[src/rtl/mult_div_seq.sv]
// mult_div_seq -- sequential signed 32x32 multiply / divide unit.
//
// A multiply produces the full 64-bit signed product in {hi_out, lo_out}.
// A divide produces the quotient in lo_out and the remainder in hi_out,
// truncating toward zero (remainder takes the sign of the dividend).
// Both operations work on operand magnitudes: 32 single-bit iterations,
// then one sign-fix cycle that loads the result registers.
//
// Handshake: start_mult / start_div are sampled only while busy is low.
// The edge on which a start is seen is the accepting edge, and it captures
// op_a / op_b. Starts seen while busy are dropped, not queued. Results are
// reported by a one-cycle done pulse; hi_out / lo_out then hold until the
// next result is loaded. A divide by zero skips the iterations, pulses done
// with div_zero one cycle after acceptance and leaves hi_out / lo_out as
// they were.
//
// Ports:
//   clk        system clock, rising edge
//   reset      synchronous, active-high
//   start_mult request signed op_a * op_b (wins over start_div)
//   start_div  request signed op_a / op_b
//   op_a       multiplicand / dividend
//   op_b       multiplier / divisor
//   busy       high in every state except IDLE
//   done       one-cycle result strobe
//   div_zero   high with done when the divide had op_b == 0
//   hi_out     product[63:32] or remainder
//   lo_out     product[31:0] or quotient
//   fsm_state  current FSM state (debug observation)
module mult_div_seq #(
    parameter int DATA_W = 32
) (
    input  logic              clk,
    input  logic              reset,
    input  logic              start_mult,
    input  logic              start_div,
    input  logic [DATA_W-1:0] op_a,
    input  logic [DATA_W-1:0] op_b,
    output logic              busy,
    output logic              done,
    output logic              div_zero,
    output logic [DATA_W-1:0] hi_out,
    output logic [DATA_W-1:0] lo_out,
    output logic [2:0]        fsm_state
);

    localparam logic [2:0] IDLE = 3'd0;
    localparam logic [2:0] MULT = 3'd1;
    localparam logic [2:0] DIV  = 3'd2;
    localparam logic [2:0] FIX  = 3'd3;
    localparam logic [2:0] DONE = 3'd4;

    logic [2:0]          state;
    logic [4:0]          count;
    logic                is_div;
    logic                dz_flag;
    logic                sign_q;      // product / quotient sign
    logic                sign_r;      // remainder sign
    // operand: multiplicand magnitude (MULT) or divisor magnitude (DIV).
    logic [DATA_W-1:0]   operand;
    // acc: MULT -> {partial product high, remaining multiplier bits}
    //      DIV  -> {partial remainder, dividend bits becoming quotient}
    logic [2*DATA_W-1:0] acc;

    logic [DATA_W-1:0]   abs_a;
    logic [DATA_W-1:0]   abs_b;
    logic [DATA_W:0]     add_sum;
    logic [DATA_W:0]     div_shift;
    logic [DATA_W:0]     div_diff;
    logic [2*DATA_W-1:0] acc_neg;
    logic [DATA_W-1:0]   quo_fix;
    logic [DATA_W-1:0]   rem_fix;

    // The magnitude of the most negative value is its own bit pattern,
    // which is correct when read as unsigned.
    assign abs_a = op_a[DATA_W-1] ? -op_a : op_a;
    assign abs_b = op_b[DATA_W-1] ? -op_b : op_b;

    // Shift-add: add multiplicand into the high half when the current
    // multiplier bit (acc[0]) is set; the carry becomes the new top bit.
    assign add_sum = {1'b0, acc[2*DATA_W-1:DATA_W]}
                   + (acc[0] ? {1'b0, operand} : {(DATA_W+1){1'b0}});

    // Restoring divide: a borrow out of the 33-bit subtract (bit DATA_W)
    // means the shifted remainder was smaller than the divisor.
    assign div_shift = {acc[2*DATA_W-1:DATA_W], acc[DATA_W-1]};
    assign div_diff  = div_shift - {1'b0, operand};

    assign acc_neg = -acc;
    assign quo_fix = sign_q ? -acc[DATA_W-1:0] : acc[DATA_W-1:0];
    assign rem_fix = sign_r ? -acc[2*DATA_W-1:DATA_W] : acc[2*DATA_W-1:DATA_W];

    always_ff @(posedge clk) begin
        if (reset) begin
            state   <= IDLE;
            count   <= '0;
            is_div  <= 1'b0;
            dz_flag <= 1'b0;
            sign_q  <= 1'b0;
            sign_r  <= 1'b0;
            operand <= '0;
            acc     <= '0;
            hi_out  <= '0;
            lo_out  <= '0;
        end else begin
            case (state)
                IDLE: begin
                    if (start_mult) begin
                        state   <= MULT;
                        count   <= '0;
                        is_div  <= 1'b0;
                        dz_flag <= 1'b0;
                        sign_q  <= op_a[DATA_W-1] ^ op_b[DATA_W-1];
                        sign_r  <= op_a[DATA_W-1];
                        operand <= abs_a;
                        acc     <= {{DATA_W{1'b0}}, abs_b};
                    end else if (start_div) begin
                        is_div <= 1'b1;
                        if (op_b == '0) begin
                            state   <= DONE;
                            dz_flag <= 1'b1;
                        end else begin
                            state   <= DIV;
                            count   <= '0;
                            dz_flag <= 1'b0;
                            sign_q  <= op_a[DATA_W-1] ^ op_b[DATA_W-1];
                            sign_r  <= op_a[DATA_W-1];
                            operand <= abs_b;
                            acc     <= {{DATA_W{1'b0}}, abs_a};
                        end
                    end
                end
                MULT: begin
                    acc   <= {add_sum, acc[DATA_W-1:1]};
                    count <= count + 5'd1;
                    if (count == 5'd31) state <= FIX;
                end
                DIV: begin
                    if (div_diff[DATA_W])
                        acc <= {div_shift[DATA_W-1:0], acc[DATA_W-2:0], 1'b0};
                    else
                        acc <= {div_diff[DATA_W-1:0], acc[DATA_W-2:0], 1'b1};
                    count <= count + 5'd1;
                    if (count == 5'd31) state <= FIX;
                end
                FIX: begin
                    if (is_div) begin
                        hi_out <= rem_fix;
                        lo_out <= quo_fix;
                    end else begin
                        hi_out <= sign_q ? acc_neg[2*DATA_W-1:DATA_W] : acc[2*DATA_W-1:DATA_W];
                        lo_out <= sign_q ? acc_neg[DATA_W-1:0] : acc[DATA_W-1:0];
                    end
                    state <= DONE;
                end
                DONE: begin
                    state <= IDLE;
                end
                default: begin
                    state <= IDLE;
                end
            endcase
        end
    end

    assign busy      = (state != IDLE);
    assign done      = (state == DONE);
    assign div_zero  = done & dz_flag;
    assign fsm_state = state;

endmodule

[config.mk]
export PLATFORM = sky130hd
export DESIGN_NAME = mult_div_seq
export DESIGN_NICKNAME = d
export VERILOG_FILES = /design/src/rtl/mult_div_seq.sv
export SDC_FILE = /design/constraint.sdc
export NUM_CORES = 1
export LEC_CHECK = 0
export CORE_ASPECT_RATIO = 1.2
export CORE_MARGIN = 4
export CORE_UTILIZATION = 59
export DETAILED_ROUTE_END_ITERATION = 6
export PLACE_DENSITY_LB_ADDON = 0.2
export SLEW_MARGIN = 10
export SYNTH_ARGS = -nofsm -noshare
export SYNTH_HDL_FRONTEND = slang
export SYNTH_SLANG_ARGS = --single-unit
[constraint.sdc]
create_clock -name clk -period 4.2 [get_ports clk]
set_input_delay 0.84 -clock clk [delete_from_list [all_inputs] [get_ports clk]]
set_output_delay 0.84 -clock clk [all_outputs]
set_load 0.03 [all_outputs]
==> impl_metrics.toml <==
[setup_path]
crit_type = "flip-flop to flip-flop"
worstReg2RegStart = "acc[0]"
cp-start-kind = "flip-flop"
critPathMaxFanout = 6
critPathRequiredTime_ns = 4.56
rr_worst_depth = 17
cp.arrival_ns = 4.14
setup.worst_path.start = "acc[0]"
crit_path_end_kind = "flip-flop"

[drt]
drc_errors = 1
wirelength_um = 43700
drt_pre_antenna_iters = 7
wire_per_inst_um = 19.1
drt_iter0_drc = 1259
ant_nets = 0
viasPerCell = 6.32
dr_total_vias = 14400

[synth]
synth_seq_area_share = 0.248
synth_top_area_cell = "dfxtp_1"
yosys_warnings = 0
syn_inst = 1850
synth_top_cell_area_share = 0.248
ys_types = 79
syn_nets = 1990
syn_avg_cell_area_um2 = 7.50
synthFlopType = "dfxtp_1"
synth_edf_count = 0
yosysMostFrequentCell = "nor2_1"
netlist_top_cells_area = "dfxtp_1 (25%), ha_1 (6.3%), nor2_1 (5.9%)"
synth_common_cells = "nor2_1 (217), nand2_1 (179), dfxtp_1 (172)"
synth-seq-cells = 172
ys_async_sr_fraction = 0
synthesis.area_mm2 = 0.0139

[sta]
fin_crit_ns = 3.78
final_hold_viol_count = 0
slew_headroom = 0.416
maxSlewViolCount = 0
fin_skew_ns = 0.0180
finalSetupViolCount = 0
fin_crit_sh = 0.901
whs_ns = 0.454
tightest_slew_ns = 0.875
max_freq_mhz = 264
finalSetupTns_ns = 0
rsz0062_at_grt = "false"

[clock_network]
root_buffer = "clkbuf_16"
hold_buffers = 0
insertion_delay_ns = 0.46
htree_num_levels = 4
cts_tree = "done"
numCtsBuffers = 17
postCtsSetupRepairBufs = 0
postCtsResizedCells = 0
clkSinkCount = 172
cts_buffer_depth = 2
clkTransAtPathRegs_ns = 0.08

[floorplan]
fp.dieH_um = 176
ios = 138
core_area_mm2 = 0.0232
dieWidth_um = 148
start_util = 0.598
fp-row-count = 61
dieArea_mm2 = 0.0261

[min_path]
hold_depth = 2
min_path_type = "flip-flop to flip-flop"
min-delay-start = "hi_out[7]"

[global_routing]
grt.total_usage = 0.328
grt_start_max_net_pins = 96
grt_pass1_vias = 13700
antenna_found_initial = 0
grt_pass1_wl_um = 69700
grt_overflow = 0

[power]
power_frac_clock = 0.185
pwr-share-comb = 0.569
leakagePower_nw = 6.49
finalPower_w = 0.00905
pwr-share-seq = 0.246
swShare = 0.458
powerDensity_mw_per_mm2 = 550
max-vdd-ir-drop_uv = 367
internal_power_w = 0.00491
p_switching_w = 0.00415

[placed_design]
port_buffers = 137
place_congestion = 0.966
hpwl_um = 33200

[run_status]
status = "finished, violations left"
failed_checks = "design-rule violations"

[final_layout]
drive_above_1_share = 0.0864
nNetsFinal = 2094
final_core_util = 0.710
antenna_cells = 0
syn_to_final_growth_pct = 18.6

[job]
cap_viol_max_count = 0
==> routing by layer <==
| layer | vias to the layer above | track usage | routed length (µm) |
|---|---|---|---|
| met5 | - | 0 | 0 |
| met4 | 0 | 0.185 | 2710 |
| met3 | 114 | 0.0401 | 2410 |
| met2 | 575 | 0.563 | 20900 |
| met1 | 6782 | 0.395 | 17600 |
| li1 | 6961 | - | - |
==> kinds of logic (layout without fill, tap and decap cells) <==
| kind of cell | after synthesis | in the layout | share of synthesized area |
|---|---|---|---|
| and+or+nand+nor | 624 | 624 | 0.213 |
| AOI/OAI and AO/OA | 572 | 572 | 0.275 |
| buffers and inverters | 192 | 309 | 0.0548 |
| DFF | 172 | 172 | 0.248 |
| xor gates and xnor gates | 170 | 170 | 0.107 |
| adders and majority gates | 72 | 72 | 0.0660 |
| muxes | 48 | 48 | 0.0367 |
==> final timing paths <==
| check | end | slack (ns) |
|---|---|---|
| worst max-delay path | acc[62] | 0.42 |
| worst min-delay path | hi_out[7] | 0.45 |
| worst max register to register | acc[62] | 0.42 |
| worst min register to register | hi_out[7] | 0.45 |
==> power groups by stage <==
stage	logic, W	registers (W)	clock network (W)
floorplan	0.00366	0.00222	0
global placement	0.00495	0.00224	0
detailed placement	0.00503	0.00225	0
CTS	0.00508	0.00222	0.00168
global route	0.00560	0.00227	0.00176
finish	0.00516	0.00223	0.00167
==> critical path: stages (launching register included) <==
cell,delay [ns]
dfxtp_1,0.32
buf_4,0.16
nand2_1,0.11
inv_1,0.06
ha_1,0.29
a211oi_1,0.32
o21bai_1,0.16
o41ai_1,0.28
buf_4,0.20
o21ai_0,0.09
buf_4,0.18
a221oi_2,0.24
buf_4,0.19
o21ai_0,0.14
o41ai_1,0.39
xnor2_1,0.17
a22oi_1,0.11
a211oi_1,0.26
==> sequential cells by signal (all words and copies together) (netlist names), 3 cells and up <==
name and cells:
count 5, operand 32, acc 64, lo_out 32, fsm_state 3, hi_out 32
==> placed cells by master, fill, tap and decap left out, drive strengths merged, types with 32 or more instances in the layout <==
cell           count
buf               81
ha                70
dfxtp            172
inv               69
o21ai            119
nor3              45
nand2            180
a21oi            140
clkdlybuf4s50    135
a211oi            95
xor2              92
a221oi            32
xnor2             78
nor2             217
==> metrics by stage <==
| stage | instances | instance area, µm² | setup WS [ns] |
|---|---|---|---|
| floorplan | 1850 | 13900 | 0.687 |
| CTS | 2282 | 16500 | 0.422 |
| global route | 2282 | 16500 | 0.125 |
| global placement | 2250 | 15800 | 0.101 |
| finish | 2282 | 16500 | 0.417 |
| detailed placement | 2250 | 15800 | 0.0640 |
==> area by class of cell <==
class / count / area, µm²
fill: 1991 / 6740
timing repair buffer: 216 / 2040
clock buffer: 17 / 425
clock inverter: 15 / 208
tap: 315 / 394
sequential: 172 / 3440
multi-input combinational: 1486 / 9720
inverter: 61 / 229
No activity file was read; power rests on OpenSTA's default activity.
